**config.mk**
```make
export PLATFORM = sky130hd
export DESIGN_NAME = rv32im_decode_stage_flat
export DESIGN_NICKNAME = d
export VERILOG_FILES = /design/src/rtl/rv32im_pkg.sv /design/src/rtl/rv32im_decode_stage_if.sv /design/src/rtl/rv32im_decode_comb.sv /design/src/rtl/rv32im_decode_stage.sv /design/src/flat_wrapper.sv
export SDC_FILE = /design/constraint.sdc
export NUM_CORES = 1
export LEC_CHECK = 0
export CAP_MARGIN = 20
export CORE_MARGIN = 2
export CORE_UTILIZATION = 25
export CTS_CLUSTER_SIZE = 40
export DETAILED_ROUTE_END_ITERATION = 6
export PLACE_DENSITY = 0.43
export SYNTH_ARGS = -nofsm -noshare
export SYNTH_HDL_FRONTEND = slang
export SYNTH_SLANG_ARGS = --single-unit
export TNS_END_PERCENT = 20
```
**constraint.sdc**
```tcl
create_clock -name i_clk -period 3.5 [get_ports i_clk]
set_input_delay 0.35 -clock i_clk [delete_from_list [all_inputs] [get_ports i_clk]]
set_output_delay 0.35 -clock i_clk [all_outputs]
set_load 0.01 [all_outputs]
```
**src/rtl/rv32im_pkg.sv**
```systemverilog
// Shared RV32IM decode definitions: encodings, ALU/branch/M op codes and the
// registered decode bundle carried between the decoder and the stage buffers.
package rv32im_pkg;

  localparam int unsigned XLEN_W   = 32;
  localparam int unsigned INST_W   = 32;
  localparam int unsigned ALU_OP_W = 4;
  localparam int unsigned REG_W    = 5;

  localparam logic [6:0] OPC_LUI      = 7'b0110111;
  localparam logic [6:0] OPC_AUIPC    = 7'b0010111;
  localparam logic [6:0] OPC_JAL      = 7'b1101111;
  localparam logic [6:0] OPC_JALR     = 7'b1100111;
  localparam logic [6:0] OPC_BRANCH   = 7'b1100011;
  localparam logic [6:0] OPC_LOAD     = 7'b0000011;
  localparam logic [6:0] OPC_STORE    = 7'b0100011;
  localparam logic [6:0] OPC_OP_IMM   = 7'b0010011;
  localparam logic [6:0] OPC_OP       = 7'b0110011;
  localparam logic [6:0] OPC_MISC_MEM = 7'b0001111;
  localparam logic [6:0] OPC_SYSTEM   = 7'b1110011;

  localparam logic [2:0] F3_ADD_SUB = 3'b000;
  localparam logic [2:0] F3_SLL     = 3'b001;
  localparam logic [2:0] F3_SLT     = 3'b010;
  localparam logic [2:0] F3_SLTU    = 3'b011;
  localparam logic [2:0] F3_XOR     = 3'b100;
  localparam logic [2:0] F3_SRL_SRA = 3'b101;
  localparam logic [2:0] F3_OR      = 3'b110;
  localparam logic [2:0] F3_AND     = 3'b111;

  localparam logic [6:0] F7_BASE   = 7'b0000000;
  localparam logic [6:0] F7_ALT    = 7'b0100000;
  localparam logic [6:0] F7_MULDIV = 7'b0000001;

  typedef enum logic [ALU_OP_W-1:0] {
    ALU_ADD  = 4'd0,
    ALU_SUB  = 4'd1,
    ALU_SLL  = 4'd2,
    ALU_SLT  = 4'd3,
    ALU_SLTU = 4'd4,
    ALU_XOR  = 4'd5,
    ALU_SRL  = 4'd6,
    ALU_SRA  = 4'd7,
    ALU_OR   = 4'd8,
    ALU_AND  = 4'd9,
    ALU_LUI  = 4'd10
  } alu_op_e;

  // BR_NONE is zero so non-branches carry a zero branch op.
  typedef enum logic [ALU_OP_W-1:0] {
    BR_NONE = 4'd0,
    BR_EQ   = 4'd1,
    BR_NEQ  = 4'd2,
    BR_LT   = 4'd3,
    BR_GE   = 4'd4,
    BR_LTU  = 4'd5,
    BR_GEU  = 4'd6
  } br_op_e;

  typedef enum logic [2:0] {
    MD_MUL    = 3'd0,
    MD_MULH   = 3'd1,
    MD_MULHSU = 3'd2,
    MD_MULHU  = 3'd3,
    MD_DIV    = 3'd4,
    MD_DIVU   = 3'd5,
    MD_REM    = 3'd6,
    MD_REMU   = 3'd7
  } md_op_e;

  typedef struct packed {
    logic [XLEN_W-1:0] pc;
    logic [6:0]        opcode;
    logic [2:0]        funct3;
    logic [REG_W-1:0]  rs1;
    logic [REG_W-1:0]  rs2;
    logic [REG_W-1:0]  rd;
    logic [31:0]       imm;
    alu_op_e           alu_op;
    br_op_e            branch_op;
    logic              is_md;
    md_op_e            md_op;
    logic              rd_we;
    logic              illegal;
  } decode_bundle_t;

  // Shared OP / OP-IMM funct3 mapping; sub/sra select the funct7[5] variants.
  function automatic alu_op_e alu_from_f3(input logic [2:0] f3, input logic sub,
                                          input logic sra);
    alu_op_e op;
    case (f3)
      F3_ADD_SUB: op = sub ? ALU_SUB : ALU_ADD;
      F3_SLL:     op = ALU_SLL;
      F3_SLT:     op = ALU_SLT;
      F3_SLTU:    op = ALU_SLTU;
      F3_XOR:     op = ALU_XOR;
      F3_SRL_SRA: op = sra ? ALU_SRA : ALU_SRL;
      F3_OR:      op = ALU_OR;
      default:    op = ALU_AND;
    endcase
    return op;
  endfunction

endpackage

```
**src/rtl/rv32im_decode_stage_if.sv**
```systemverilog
// Decode-stage bus: upstream instruction handshake plus downstream decoded bundle.
// slave = the decode stage, master = the environment driving/consuming it.
interface rv32im_decode_stage_if #(
  parameter int unsigned XLEN         = 32,
  parameter int unsigned ALU_OP_WIDTH = 4
);
  import rv32im_pkg::*;

  logic                    i_valid;
  logic                    o_ready;
  logic [INST_W-1:0]       i_inst;
  logic [XLEN-1:0]         i_pc;
  logic                    o_valid;
  logic                    i_ready;
  logic [XLEN-1:0]         o_pc;
  logic [6:0]              o_opcode;
  logic [2:0]              o_funct3;
  logic [REG_W-1:0]        o_rs1_addr;
  logic [REG_W-1:0]        o_rs2_addr;
  logic [REG_W-1:0]        o_rd_addr;
  logic [31:0]             o_imm;
  logic [ALU_OP_WIDTH-1:0] o_alu_op;
  logic [ALU_OP_WIDTH-1:0] o_branch_op;
  logic                    o_is_md;
  logic [2:0]              o_md_op;
  logic                    o_rd_we;
  logic                    o_illegal;

  modport slave (
    input  i_valid, i_inst, i_pc, i_ready,
    output o_ready, o_valid, o_pc, o_opcode, o_funct3, o_rs1_addr, o_rs2_addr,
           o_rd_addr, o_imm, o_alu_op, o_branch_op, o_is_md, o_md_op, o_rd_we,
           o_illegal
  );

  modport master (
    output i_valid, i_inst, i_pc, i_ready,
    input  o_ready, o_valid, o_pc, o_opcode, o_funct3, o_rs1_addr, o_rs2_addr,
           o_rd_addr, o_imm, o_alu_op, o_branch_op, o_is_md, o_md_op, o_rd_we,
           o_illegal
  );
endinterface

```
**src/rtl/rv32im_decode_comb.sv**
```systemverilog
// Pure combinational RV32I(+M) decoder.
// Ports: inst/pc in, bundle_c out (unregistered decode bundle).
module rv32im_decode_comb
  import rv32im_pkg::*;
#(
  parameter bit ENABLE_M = 1'b1
) (
  input  logic [INST_W-1:0] inst,
  input  logic [XLEN_W-1:0] pc,
  output decode_bundle_t    bundle_c
);

  logic [6:0]  opcode;
  logic [2:0]  f3;
  logic [6:0]  f7;
  logic [31:0] imm_i, imm_s, imm_b, imm_u, imm_j;

  assign opcode = inst[6:0];
  assign f3     = inst[14:12];
  assign f7     = inst[31:25];
  assign imm_i  = {{20{inst[31]}}, inst[31:20]};
  assign imm_s  = {{20{inst[31]}}, inst[31:25], inst[11:7]};
  assign imm_b  = {{19{inst[31]}}, inst[31], inst[7], inst[30:25], inst[11:8], 1'b0};
  assign imm_u  = {inst[31:12], 12'b0};
  assign imm_j  = {{11{inst[31]}}, inst[31], inst[19:12], inst[20], inst[30:21], 1'b0};

  always_comb begin
    bundle_c           = '0;
    bundle_c.pc        = pc;
    bundle_c.opcode    = opcode;
    bundle_c.funct3    = f3;
    bundle_c.rs1       = inst[19:15];
    bundle_c.rs2       = inst[24:20];
    bundle_c.rd        = inst[11:7];
    bundle_c.alu_op    = ALU_ADD;
    bundle_c.branch_op = BR_NONE;
    bundle_c.md_op     = MD_MUL;
    bundle_c.illegal   = (inst[1:0] != 2'b11);

    case (opcode)
      OPC_LUI: begin
        bundle_c.imm    = imm_u;
        bundle_c.alu_op = ALU_LUI;
      end
      OPC_AUIPC: bundle_c.imm = imm_u;
      OPC_JAL:   bundle_c.imm = imm_j;
      OPC_JALR:  bundle_c.imm = imm_i;
      OPC_BRANCH: begin
        bundle_c.imm = imm_b;
        case (f3)
          3'b000:  bundle_c.branch_op = BR_EQ;
          3'b001:  bundle_c.branch_op = BR_NEQ;
          3'b100:  bundle_c.branch_op = BR_LT;
          3'b101:  bundle_c.branch_op = BR_GE;
          3'b110:  bundle_c.branch_op = BR_LTU;
          3'b111:  bundle_c.branch_op = BR_GEU;
          default: bundle_c.illegal   = 1'b1;
        endcase
      end
      OPC_LOAD: begin
        bundle_c.imm = imm_i;
        if (f3 == 3'b011 || f3 == 3'b110 || f3 == 3'b111) bundle_c.illegal = 1'b1;
      end
      OPC_STORE: begin
        bundle_c.imm = imm_s;
        if (f3 >= 3'b011) bundle_c.illegal = 1'b1;
      end
      OPC_OP_IMM: begin
        bundle_c.imm    = imm_i;
        bundle_c.alu_op = alu_from_f3(f3, 1'b0, inst[30]);
        // Shift immediates reuse the funct7 field; only SRAI may set bit 30.
        if ((f3 == F3_SLL || f3 == F3_SRL_SRA) &&
            !(f7 == F7_BASE || (f7 == F7_ALT && f3 == F3_SRL_SRA)))
          bundle_c.illegal = 1'b1;
      end
      OPC_OP: begin
        if (f7 == F7_MULDIV) begin
          if (ENABLE_M) begin
            bundle_c.is_md = 1'b1;
            bundle_c.md_op = md_op_e'(f3);
          end else begin
            bundle_c.illegal = 1'b1;
          end
        end else if (f7 == F7_BASE) begin
          bundle_c.alu_op = alu_from_f3(f3, 1'b0, 1'b0);
        end else if (f7 == F7_ALT && (f3 == F3_ADD_SUB || f3 == F3_SRL_SRA)) begin
          bundle_c.alu_op = alu_from_f3(f3, 1'b1, 1'b1);
        end else begin
          bundle_c.illegal = 1'b1;
        end
      end
      OPC_MISC_MEM, OPC_SYSTEM: ;
      default: bundle_c.illegal = 1'b1;
    endcase

    if (bundle_c.illegal) begin
      bundle_c.is_md = 1'b0;
      bundle_c.md_op = MD_MUL;
    end

    bundle_c.rd_we = !bundle_c.illegal && (bundle_c.rd != '0) &&
                     !(opcode inside {OPC_STORE, OPC_BRANCH, OPC_MISC_MEM, OPC_SYSTEM});
  end

endmodule

```
**src/rtl/rv32im_decode_stage.sv**
```systemverilog
// Registered RV32IM decode stage with an output register plus one skid entry,
// giving full throughput behind a registered o_ready.
// Ports: i_clk, i_rst (sync, active-high), i_flush, bus (slave: upstream
// valid/ready/inst/pc in, downstream valid/ready and decoded bundle out).
module rv32im_decode_stage
  import rv32im_pkg::*;
#(
  parameter int unsigned XLEN         = 32,
  parameter bit          ENABLE_M     = 1'b1,
  parameter int unsigned ALU_OP_WIDTH = 4
) (
  input logic                 i_clk,
  input logic                 i_rst,
  input logic                 i_flush,
  rv32im_decode_stage_if.slave bus
);

  if (XLEN != 32) begin : g_xlen_check
    $error("rv32im_decode_stage supports only XLEN=32");
  end
  if (ALU_OP_WIDTH < ALU_OP_W) begin : g_alu_w_check
    $error("rv32im_decode_stage needs ALU_OP_WIDTH >= 4");
  end

  decode_bundle_t dec_c;
  decode_bundle_t out_q, out_d, skid_q, skid_d;
  logic           out_valid_q, out_valid_d;
  logic           skid_valid_q, skid_valid_d;
  logic           ready_q;
  logic           accept;

  rv32im_decode_comb #(.ENABLE_M(ENABLE_M)) u_decode (
    .inst     (bus.i_inst),
    .pc       (32'(bus.i_pc)),
    .bundle_c (dec_c)
  );

  // Next-state for the out/skid pair; flush wins over everything else.
  always_comb begin
    out_d        = out_q;
    out_valid_d  = out_valid_q;
    skid_d       = skid_q;
    skid_valid_d = skid_valid_q;
    accept       = bus.i_valid && !skid_valid_q && !i_flush;

    if (i_flush) begin
      out_valid_d  = 1'b0;
      skid_valid_d = 1'b0;
    end else if (out_valid_q && !bus.i_ready) begin
      // Out register stalled: park a new bundle in skid (skid is empty if accept).
      if (accept) begin
        skid_d       = dec_c;
        skid_valid_d = 1'b1;
      end
    end else if (skid_valid_q) begin
      out_d        = skid_q;
      out_valid_d  = 1'b1;
      skid_valid_d = 1'b0;
    end else begin
      out_valid_d = accept;
      if (accept) out_d = dec_c;
    end
  end

  // o_ready is registered as the inverse of the next skid occupancy.
  always_ff @(posedge i_clk) begin
    if (i_rst) begin
      out_q        <= '0;
      skid_q       <= '0;
      out_valid_q  <= 1'b0;
      skid_valid_q <= 1'b0;
      ready_q      <= 1'b1;
    end else begin
      out_q        <= out_d;
      skid_q       <= skid_d;
      out_valid_q  <= out_valid_d;
      skid_valid_q <= skid_valid_d;
      ready_q      <= !skid_valid_d;
    end
  end

  assign bus.o_ready     = ready_q;
  assign bus.o_valid     = out_valid_q;
  assign bus.o_pc        = XLEN'(out_q.pc);
  assign bus.o_opcode    = out_q.opcode;
  assign bus.o_funct3    = out_q.funct3;
  assign bus.o_rs1_addr  = out_q.rs1;
  assign bus.o_rs2_addr  = out_q.rs2;
  assign bus.o_rd_addr   = out_q.rd;
  assign bus.o_imm       = out_q.imm;
  assign bus.o_alu_op    = ALU_OP_WIDTH'(out_q.alu_op);
  assign bus.o_branch_op = ALU_OP_WIDTH'(out_q.branch_op);
  assign bus.o_is_md     = out_q.is_md;
  assign bus.o_md_op     = 3'(out_q.md_op);
  assign bus.o_rd_we     = out_q.rd_we;
  assign bus.o_illegal   = out_q.illegal;

endmodule

```
**src/flat_wrapper.sv**
```systemverilog
// flat-port wrapper written by rule: the top's interface ports become plain ports
module rv32im_decode_stage_flat import rv32im_pkg::*;
#(
  parameter int unsigned XLEN         = 32,
  parameter bit          ENABLE_M     = 1'b1,
  parameter int unsigned ALU_OP_WIDTH = 4
)
  (i_clk, i_rst, i_flush, bus_i_valid, bus_i_inst, bus_i_pc, bus_i_ready, bus_o_ready, bus_o_valid, bus_o_pc, bus_o_opcode, bus_o_funct3, bus_o_rs1_addr, bus_o_rs2_addr, bus_o_rd_addr, bus_o_imm, bus_o_alu_op, bus_o_branch_op, bus_o_is_md, bus_o_md_op, bus_o_rd_we, bus_o_illegal);
  rv32im_decode_stage_if #(.XLEN(XLEN), .ALU_OP_WIDTH(ALU_OP_WIDTH)) bus_i ();
  input logic i_clk;
  input logic i_rst;
  input logic i_flush;
  input wire logic [$bits(bus_i.i_valid)-1:0] bus_i_valid;
  input wire logic [$bits(bus_i.i_inst)-1:0] bus_i_inst;
  input wire logic [$bits(bus_i.i_pc)-1:0] bus_i_pc;
  input wire logic [$bits(bus_i.i_ready)-1:0] bus_i_ready;
  output wire logic [$bits(bus_i.o_ready)-1:0] bus_o_ready;
  output wire logic [$bits(bus_i.o_valid)-1:0] bus_o_valid;
  output wire logic [$bits(bus_i.o_pc)-1:0] bus_o_pc;
  output wire logic [$bits(bus_i.o_opcode)-1:0] bus_o_opcode;
  output wire logic [$bits(bus_i.o_funct3)-1:0] bus_o_funct3;
  output wire logic [$bits(bus_i.o_rs1_addr)-1:0] bus_o_rs1_addr;
  output wire logic [$bits(bus_i.o_rs2_addr)-1:0] bus_o_rs2_addr;
  output wire logic [$bits(bus_i.o_rd_addr)-1:0] bus_o_rd_addr;
  output wire logic [$bits(bus_i.o_imm)-1:0] bus_o_imm;
  output wire logic [$bits(bus_i.o_alu_op)-1:0] bus_o_alu_op;
  output wire logic [$bits(bus_i.o_branch_op)-1:0] bus_o_branch_op;
  output wire logic [$bits(bus_i.o_is_md)-1:0] bus_o_is_md;
  output wire logic [$bits(bus_i.o_md_op)-1:0] bus_o_md_op;
  output wire logic [$bits(bus_i.o_rd_we)-1:0] bus_o_rd_we;
  output wire logic [$bits(bus_i.o_illegal)-1:0] bus_o_illegal;
  assign bus_i.i_valid = bus_i_valid;
  assign bus_i.i_inst = bus_i_inst;
  assign bus_i.i_pc = bus_i_pc;
  assign bus_i.i_ready = bus_i_ready;
  assign bus_o_ready = bus_i.o_ready;
  assign bus_o_valid = bus_i.o_valid;
  assign bus_o_pc = bus_i.o_pc;
  assign bus_o_opcode = bus_i.o_opcode;
  assign bus_o_funct3 = bus_i.o_funct3;
  assign bus_o_rs1_addr = bus_i.o_rs1_addr;
  assign bus_o_rs2_addr = bus_i.o_rs2_addr;
  assign bus_o_rd_addr = bus_i.o_rd_addr;
  assign bus_o_imm = bus_i.o_imm;
  assign bus_o_alu_op = bus_i.o_alu_op;
  assign bus_o_branch_op = bus_i.o_branch_op;
  assign bus_o_is_md = bus_i.o_is_md;
  assign bus_o_md_op = bus_i.o_md_op;
  assign bus_o_rd_we = bus_i.o_rd_we;
  assign bus_o_illegal = bus_i.o_illegal;
  rv32im_decode_stage #(.XLEN(XLEN), .ENABLE_M(ENABLE_M), .ALU_OP_WIDTH(ALU_OP_WIDTH)) u_core (.i_clk(i_clk), .i_rst(i_rst), .i_flush(i_flush), .bus(bus_i));
endmodule
```
# Word-level counts from Yosys, hierarchy flattened
# Index checks and enable logic that the tools add are counted.
[word_totals]
rom_bits = 0
ramBits = 0
register_bits = 209
output_inout_bits = 105
latch_bits = 0
n_memories = 0
in_bits = 69
elab_cells = 113
[classes]
order_cmp = 1
bitwise = 2
reduce_logical = 32
n_div = 0
n_mux = 28
mul = 0
n_addsub = 0
eq_ne = 21
n_shift = 0
[op_table]
columns = ["operator", "count"]
rows = [
  ["$mux W103", 2],
  ["$pmux W32 S5", 1],
  ["$pmux W4 S7", 3],
  ["$eq A7 B6 Y1 const B", 4],
  ["$eq A7 B7 Y1 const B", 4],
  ["$mux W4", 7],
  ["$pmux W3 S6", 1],
  ["$eq A7 B5 Y1 const B", 2],
  ["$eq A3 B3 Y1 const B", 4],
  ["$mux W1", 12],
  ["$pmux W4 S3", 1],
  ["$reduce_or A6 Y1", 2],
  ["$logic_and A1 B1 Y1", 8],
  ["$eq A7 B1 Y1 const B", 1],
  ["$eq A7 B2 Y1 const B", 1],
  ["$eq A7 B4 Y1 const B", 1],
  ["$logic_not A1 Y1", 7],
  ["$logic_not A7 Y1", 1],
  ["$eq A3 B2 Y1 const B", 2],
  ["$pmux W1 S6", 1],
  ["$reduce_and A3 Y1", 2],
  ["$logic_or A1 B1 Y1", 5],
  ["$reduce_bool A5 Y1", 1],
  ["$reduce_bool A4 Y1", 1],
  ["other kinds (8)", 10],
]

# Depth between registers and ports, before layout
# Gate-level depths: netlist (run 1).
[logic_depth]
ltp_word = 12
mapped_depth = 8
mapped_depth_nobuf = 6

# By module
# A second synthesis (run 1) with hierarchy kept.
[unflattened]
hier_cells = 1140
hier_area_um2 = 11089.4
[by_module_without_submodules]
columns = ["module", "cells_each", "seq_area_each_um2", "n_inst", "area_each_um2"]
rows = [
  ["rv32im_decode_stage", 928, 4184.0, 1, 9739.3],
  ["rv32im_decode_comb", 212, 0.0, 1, 1350.0],
]

# Least setup slack after synthesis (run 1)
# Ideal clock, no wire load.
[synth_path]
path_kind = "input to register"
start = "input port bus_i_inst[5]"
end = "register u_core.out_q, in the netlist u_core.bus.o_imm[25]"
arrival_time_ps = 1716
cell_stages = 6
path_buffers = 2
required_time_ps = 3396
setup_ps = 104
slack_ps = 1680
path_cell_list = "buf_6 or2_4 a2111oi_4 a211oi_2 buf_6 a2111oi_2"
[synth_via]
elab_chain_cells = 5
word_cells_on_any_way = 13
classes_between = "eq/ne (8); mux (3); reduce/logical (2)"
[synth_rtl]
columns = ["element", "line", "rtl"]
rows = [
  ["start, declared", "flat_wrapper.sv:14", "input wire logic [$bits(bus_i.i_inst)-1:0] bus_i_inst;"],
  ["$eq A7 B5 Y1, or another cell as far along", "rv32im_decode_comb.sv:40", "case (opcode)"],
  ["$reduce_or A3 Y1 (no source line) / $reduce_or A2 Y1 (equally long branches)", "--", ""],
  ["$pmux W32 S5 *", "rv32im_decode_comb.sv:40", ""],
  ["$mux W103 *", "rv32im_decode_stage.sv:61", "if (accept) out_d = dec_c;"],
  ["$mux W103 *", "rv32im_decode_stage.sv:55", "end else if (skid_valid_q) begin"],
  ["end signal, assigned", "rv32im_decode_stage.sv:74", "out_q <= out_d;"],
  ["end, declared", "rv32im_decode_stage.sv:26", "decode_bundle_t out_q, out_d, skid_q, skid_d;"],
]
# Every way passes the cells marked *; elsewhere a longest branch is shown, timed or not. The select of a mux whose other input is x is not followed.
# A chain may end at the register's enable or synchronous reset.

# Worst setup path after layout (run 1)
[layout_path]
start = "input port bus_i_inst[3]"
end = "register u_core.out_q, in the netlist u_core.bus.o_imm[20]"
# Same word-level chain as after synthesis.

==> results of run 1 <==
==> state kept, by name, indices dropped and copies added, names as in the netlist, 4 cells and up <==
| signal | count |
|---|---|
| u_core.skid_q | 102 |
| u_core.bus.o_imm | 32 |
| u_core.bus.o_pc | 32 |
| u_core.bus.o_opcode | 7 |
| u_core.bus.o_rd_addr | 5 |
| u_core.bus.o_rs1_addr | 5 |
| u_core.bus.o_rs2_addr | 5 |
| u_core.bus.o_alu_op | 4 |
==> final cells by class <==
class / instances / area (sq um) / area share [%]
clock buffer: 43 / 836 / 6.98
clock inverter: 1 / 8.76 / 0.0732
inverter: 9 / 33.8 / 0.282
multi-input combinational: 754 / 4430 / 37.0
sequential: 207 / 4150 / 34.7
tap: 461 / 577 / 4.82
timing repair buffer: 191 / 1940 / 16.2
==> worst max-delay path: cells and delay by family <==
kind / cells / cell delay (ns)
compound gates: 1 / 0.46
buf+inv: 1 / 0.67
simple gates: 3 / 1.27
==> final timing paths <==
path	startpoint	to	cells past startpoint	slack, ns
setup reg to reg	u_core.bus.o_valid	u_core.skid_q[29]	6	1.43
hold reg to reg	u_core.skid_q[55]	u_core.skid_q[55]	2	0.45
setup / recovery	bus_i_inst[3]	u_core.bus.o_imm[20]	5	1.12
hold / removal	i_rst	u_core.bus.o_imm[10]	2	0.31
==> metrics by stage <==
stage	util (%)	hold slack, ns	total power, mW	area [sq um]	worst slack, ns
2_1_floorplan	-	0.428	2.83	9000	1.68
3_3_place_gp	31.4	0.440	3.17	11100	0.649
3_5_place_dp	31.4	0.446	3.17	11100	0.605
4_1_cts	33.7	0.324	5.85	12000	1.15
5_1_grt	33.7	0.335	6.00	12000	1.02
6_report	33.7	0.305	5.74	12000	1.12
==> cell usage in the layout (no fill, tap or decap), types with 10 or more instances in the layout <==
cell type	count
dfxtp_1	206
nand2_1	180
clkdlybuf4s50_1	171
nor2_1	141
a21oi_1	85
a211oi_1	76
mux2i_1	60
nor3_1	27
clkbuf_16	27
nand3_1	22
nor3b_1	13
buf_4	13
nor2b_1	12
a21o_1	10
a2111oi_2	10
o21ai_0	10
clkbuf_8	10
==> kinds of logic after synthesis <==
logic type	after synthesis
simple gates	441
mux	61
buf+inv	104
other cells	1
xor+xnor	1
compound gates	250
flops	207
==> routing by layer <==
layer | vias up | GRT usage, % | wire length [um] | part of all wire, %
met3 | 33 | 3.57 | 1580 | 5.3
met2 | 161 | 24.9 | 13700 | 46
met4 | 2 | 2.74 | 319 | 1.1
met5 | - | 0 | 13 | 0.044
met1 | 3790 | 20.7 | 14100 | 47
li1 | 3988 | - | - | -
==> power by group <==
part | switching (mW) | internal, mW | total [mW]
clock | 1.02 | 1.61 | 2.63
combinational | 0.332 | 0.294 | 0.626
sequential | 0.0457 | 2.44 | 2.48
total | 1.40 | 4.34 | 5.74
==> run metrics, run 1 <==
CP max stage delay=~0.67 ns; most common cell in the netlist=dfxtp_1; crit path kind=in -> reg; Yosys top cell area share=a little under half; I/O pin total=around 170; Post-DP HPWL=approximately 19000 um; FILL cells=around 3.8k; Synth Area per Inst=8.46 sq um; die area=0.0376 sq mm; Leakage=slightly below 4 nW; status=finished clean; Worst-path clk slew=roughly 0.060 ns; Tot GR Track Use=between 10% and 20%; Synth-to-Final Area Change=32.9%; most used flip-flop cell after synthesis=dfxtp_1; initial drt markers=approximately 400; Num CTS Buffers=27; post-layout min period=roughly 2.4 ns; Via Count=around 8.0k; clock skew after layout=approximately 0.0081 ns; Critical Path, Cell by Cell=clkdlybuf4s50_1 -> and4bb_4 -> and3_1 -> nand2_1 -> a2111oi_0; die height=194 um; yosys warns=0; worst slew pin tran=about 0.8 ns; XOR/XNOR Fraction of Synth Area=0.0973%; worst path required time=between 3 and 4 ns; Mapped Area=0.00900 sq mm; Non-Filler Instances=1666; post-synthesis simple-gate area fraction=between 20 and 25%; drt first pass iters=4; routability cong.=between 0.7 and 0.8; final period utilization=67.9%; largest family of logic cells by synthesized area=simple AND/OR/NAND/NOR gates; DRT antenna net count=0; ANT cells=0; Synth area leaders=dfxtp_1 46%, nand2_1 7.5%, mux2i_1 6.7%; CTS resizes=0; PD cells=479 mW/mm^2; Initial Util=around 25%; clock sink total=between 200 and 250; GR Overflow Total=0; largest net degree at the start of global routing=126; Buffers on Ports=172; vias in the first global route=a little under 8k; crit path max fanout=13; Setup violations, final=0; first-pass GRT wire length=about 46000 um; max-slew violation count=0; Placed Cells=around 1.6k; max-cap viol count=0; Die W=~190 um; Arr. time, crit path=between 2 and 3 ns; Worst path slowest cell=clkdlybuf4s50_1; Synth Register Bits=~210; synth cell count leaders=207 x dfxtp_1, 181 x nand2_1, 141 x nor2_1, 85 x a21oi_1, 76 x a211oi_1; nets@finish=about 1.3k; Synth Net Count=roughly 1.1k; post-synthesis sequential area ratio=a little under half; WL/cell=roughly 18 um; antenna violations before repair=1; H-tree levels=1; compound-gate portion of the synthesized area=between 10% and 20%; final WL=between 20000 and 30000 um; number of flops mapped to enable cells by yosys=0; Post-CTS Hold Fix Bufs=0; post-synthesis cell count=between 1k and 1.5k; unrepaired setup endpoints after global routing=no; root buffer cell=clkbuf_16; Post-CTS Setup Inserts=0; post-synthesis mux area share=under 10%; CTS tree=built; clk_lat worst skew=between 0.5 and 0.6 ns; FFs w/ async S/R, synth=0%; startpoint types=primary input; endpoint class of the critical path=flip-flop; Max IR drop VDD=between 0.2 and 0.3 mV; top cell type by total area after synthesis=dfxtp_1; setup TNS=0 ns; final hold vios=0; headroom to the max-slew limit=a little under half; row cnt=between 60 and 70; Residual DRC=0; Distinct cells, synth=66; CTS max path bufs=3; Adder-Cell Fraction of Synth Area=0%; HP Class=in -> reg; vias per cell=4.79; Placeable Area=approximately 0.035 sq mm; Highest Clock Rate=0.421 GHz; share of cells above drive strength 1=between 7 and 8%
(Power assumes the default switching activity.)
==> run 2, diff against run 1 <==
clock period = 2.33 ns   (was 3.5 ns; I/O delays follow)
==> run metrics, run 2 (same netlist as run 1, synthesis figures left out) <==
status=finished clean; die area=about 0.038 sq mm; crit path max fanout=19; Buffers on Ports=~170; worst path bufs/invs=2; max reg flops=a little over 100; wire length on met2=between 10000 and 15000 um; Via Count=8090; worst setup path start=u_core.bus.o_valid; antenna violations before repair=2; final period utilization=~83%; met3 wire len=1470 um; register with the most flip-flops=u_core.skid_q; HP Class=in -> reg; root buffer cell=clkbuf_16; wl on met1=14000 um; Synth-to-Final Area Change=39.2%; CTS tree=built; CTS resizes=0; CP max stage delay=between 0.5 and 0.6 ns; post-layout min period=between 1.5 and 2 ns; final hold vios=0; Critical Path, Cell by Cell=nor2b_1 -> or3_2 -> buf_12 -> nor2_1 -> buf_4 -> nand2_1 -> a31oi_1; most frequent cells in the layout=206 x dfxtp_1, 180 x nand2_1, 171 x clkdlybuf4s50_1; WL/cell=~17 um; CTS max path bufs=3; Leakage=4.22 nW; ANT cells=0; Hold Path Origin=i_rst; max-cap viol count=0; GR Overflow Total=0; highest metal used=met5; first-pass GRT wire length=roughly 46000 um; Placeable Area=0.0355 sq mm; worst path required time=2.77 ns; most common cell after layout, fill and taps aside=dfxtp_1; worst slew pin tran=between 0.8 and 0.9 ns; clock sink total=~210; Residual DRC=0; drt first pass iters=4; Initial Util=25.4%; Setup violations, final=0; startpoint types=flip-flop; max-slew violation count=0; I/O pin total=174; DRT antenna net count=0; initial drt markers=roughly 360; clk_lat worst skew=between 0.5 and 0.6 ns; nets@finish=about 1.3k; vias per cell=4.68; Post-DP HPWL=19700 um; Worst-path clk slew=approximately 0.050 ns; row cnt=just under 70; largest net degree at the start of global routing=around 110; Final Core Density=~35%; Worst path slowest cell=or3_2; crit path kind=reg -> reg; headroom to the max-slew limit=42.8%; Post-CTS Hold Fix Bufs=0; die height=between 150 and 200 um; clock skew after layout=approximately 0.0078 ns; share of cells above drive strength 1=approximately an eighth; endpoint class of the critical path=flip-flop; Tot GR Track Use=roughly 15%; Num CTS Buffers=26; PD cells=roughly 700 mW/mm^2; routability cong.=0.782; Arr. time, crit path=2.37 ns; reg2reg start=u_core.bus.o_valid; Die W=roughly 190 um; H-tree levels=1; Post-CTS Setup Inserts=0; vias in the first global route=7958; unrepaired setup endpoints after global routing=no; Max IR drop VDD=~0.57 mV; CP top delay family=simple AND/OR/NAND/NOR gates; setup TNS=0 ns; Highest Clock Rate=~0.52 GHz; final WL=29300 um
[run 2: power breakdown]
group          total (mW)  switching, mW  leakage (nW)  internal, mW
clock network        4.23           1.55         0.446          2.68
logic                1.00          0.507          2.09         0.497
registers            3.72         0.0661          1.69          3.66
total                8.96           2.12          4.22          6.83
[run 2: final cells by class]
| class | count | area, sq um |
|---|---|---|
| Fill cell | 3680 | 22900 |
| Multi-Input combinational cell | 754 | 4430 |
| Sequential cell | 207 | 4150 |
| Timing Repair Buffer | 249 | 2450 |
| Clock buffer | 38 | 757 |
| Tap cell | 461 | 577 |
| Clock inverter | 9 | 145 |
| Inverter | 9 | 33.8 |
[run 2: worst paths after layout]
| check | endpoint | slack, ns | cells after the start |
|---|---|---|---|
| max | u_core.bus.o_imm[19] | 0.41 | 7 |
| min reg2reg | u_core.skid_q[5] | 0.45 | 2 |
| max reg2reg | u_core.bus.o_imm[19] | 0.41 | 7 |
| min | u_core.bus.o_imm[10] | 0.20 | 2 |
[run 2: through the flow]
| step | area, sq um | hold slack [ns] | setup slack, ns | cells | total power, mW |
|---|---|---|---|---|---|
| final | 12500 | 0.197 | 0.406 | 1727 | 8.96 |
| after global routing | 12500 | 0.263 | 0.319 | 1727 | 9.37 |
| after CTS | 12500 | 0.213 | 0.421 | 1727 | 9.14 |
| after detailed placement | 11600 | 0.446 | -0.0404 | 1680 | 4.82 |
| after global placement | 11600 | 0.440 | -0.0424 | 1680 | 4.82 |
| after floorplan | 9000 | 0.311 | 0.627 | 1065 | 4.24 |
[run 2: per-layer routing]
layer / vias up / track usage (%)
met1: 3778 / 21.1
met5: - / 0
li1: 4114 / -
met2: 152 / 24.2
met3: 42 / 3.57
met4: 4 / 3.34
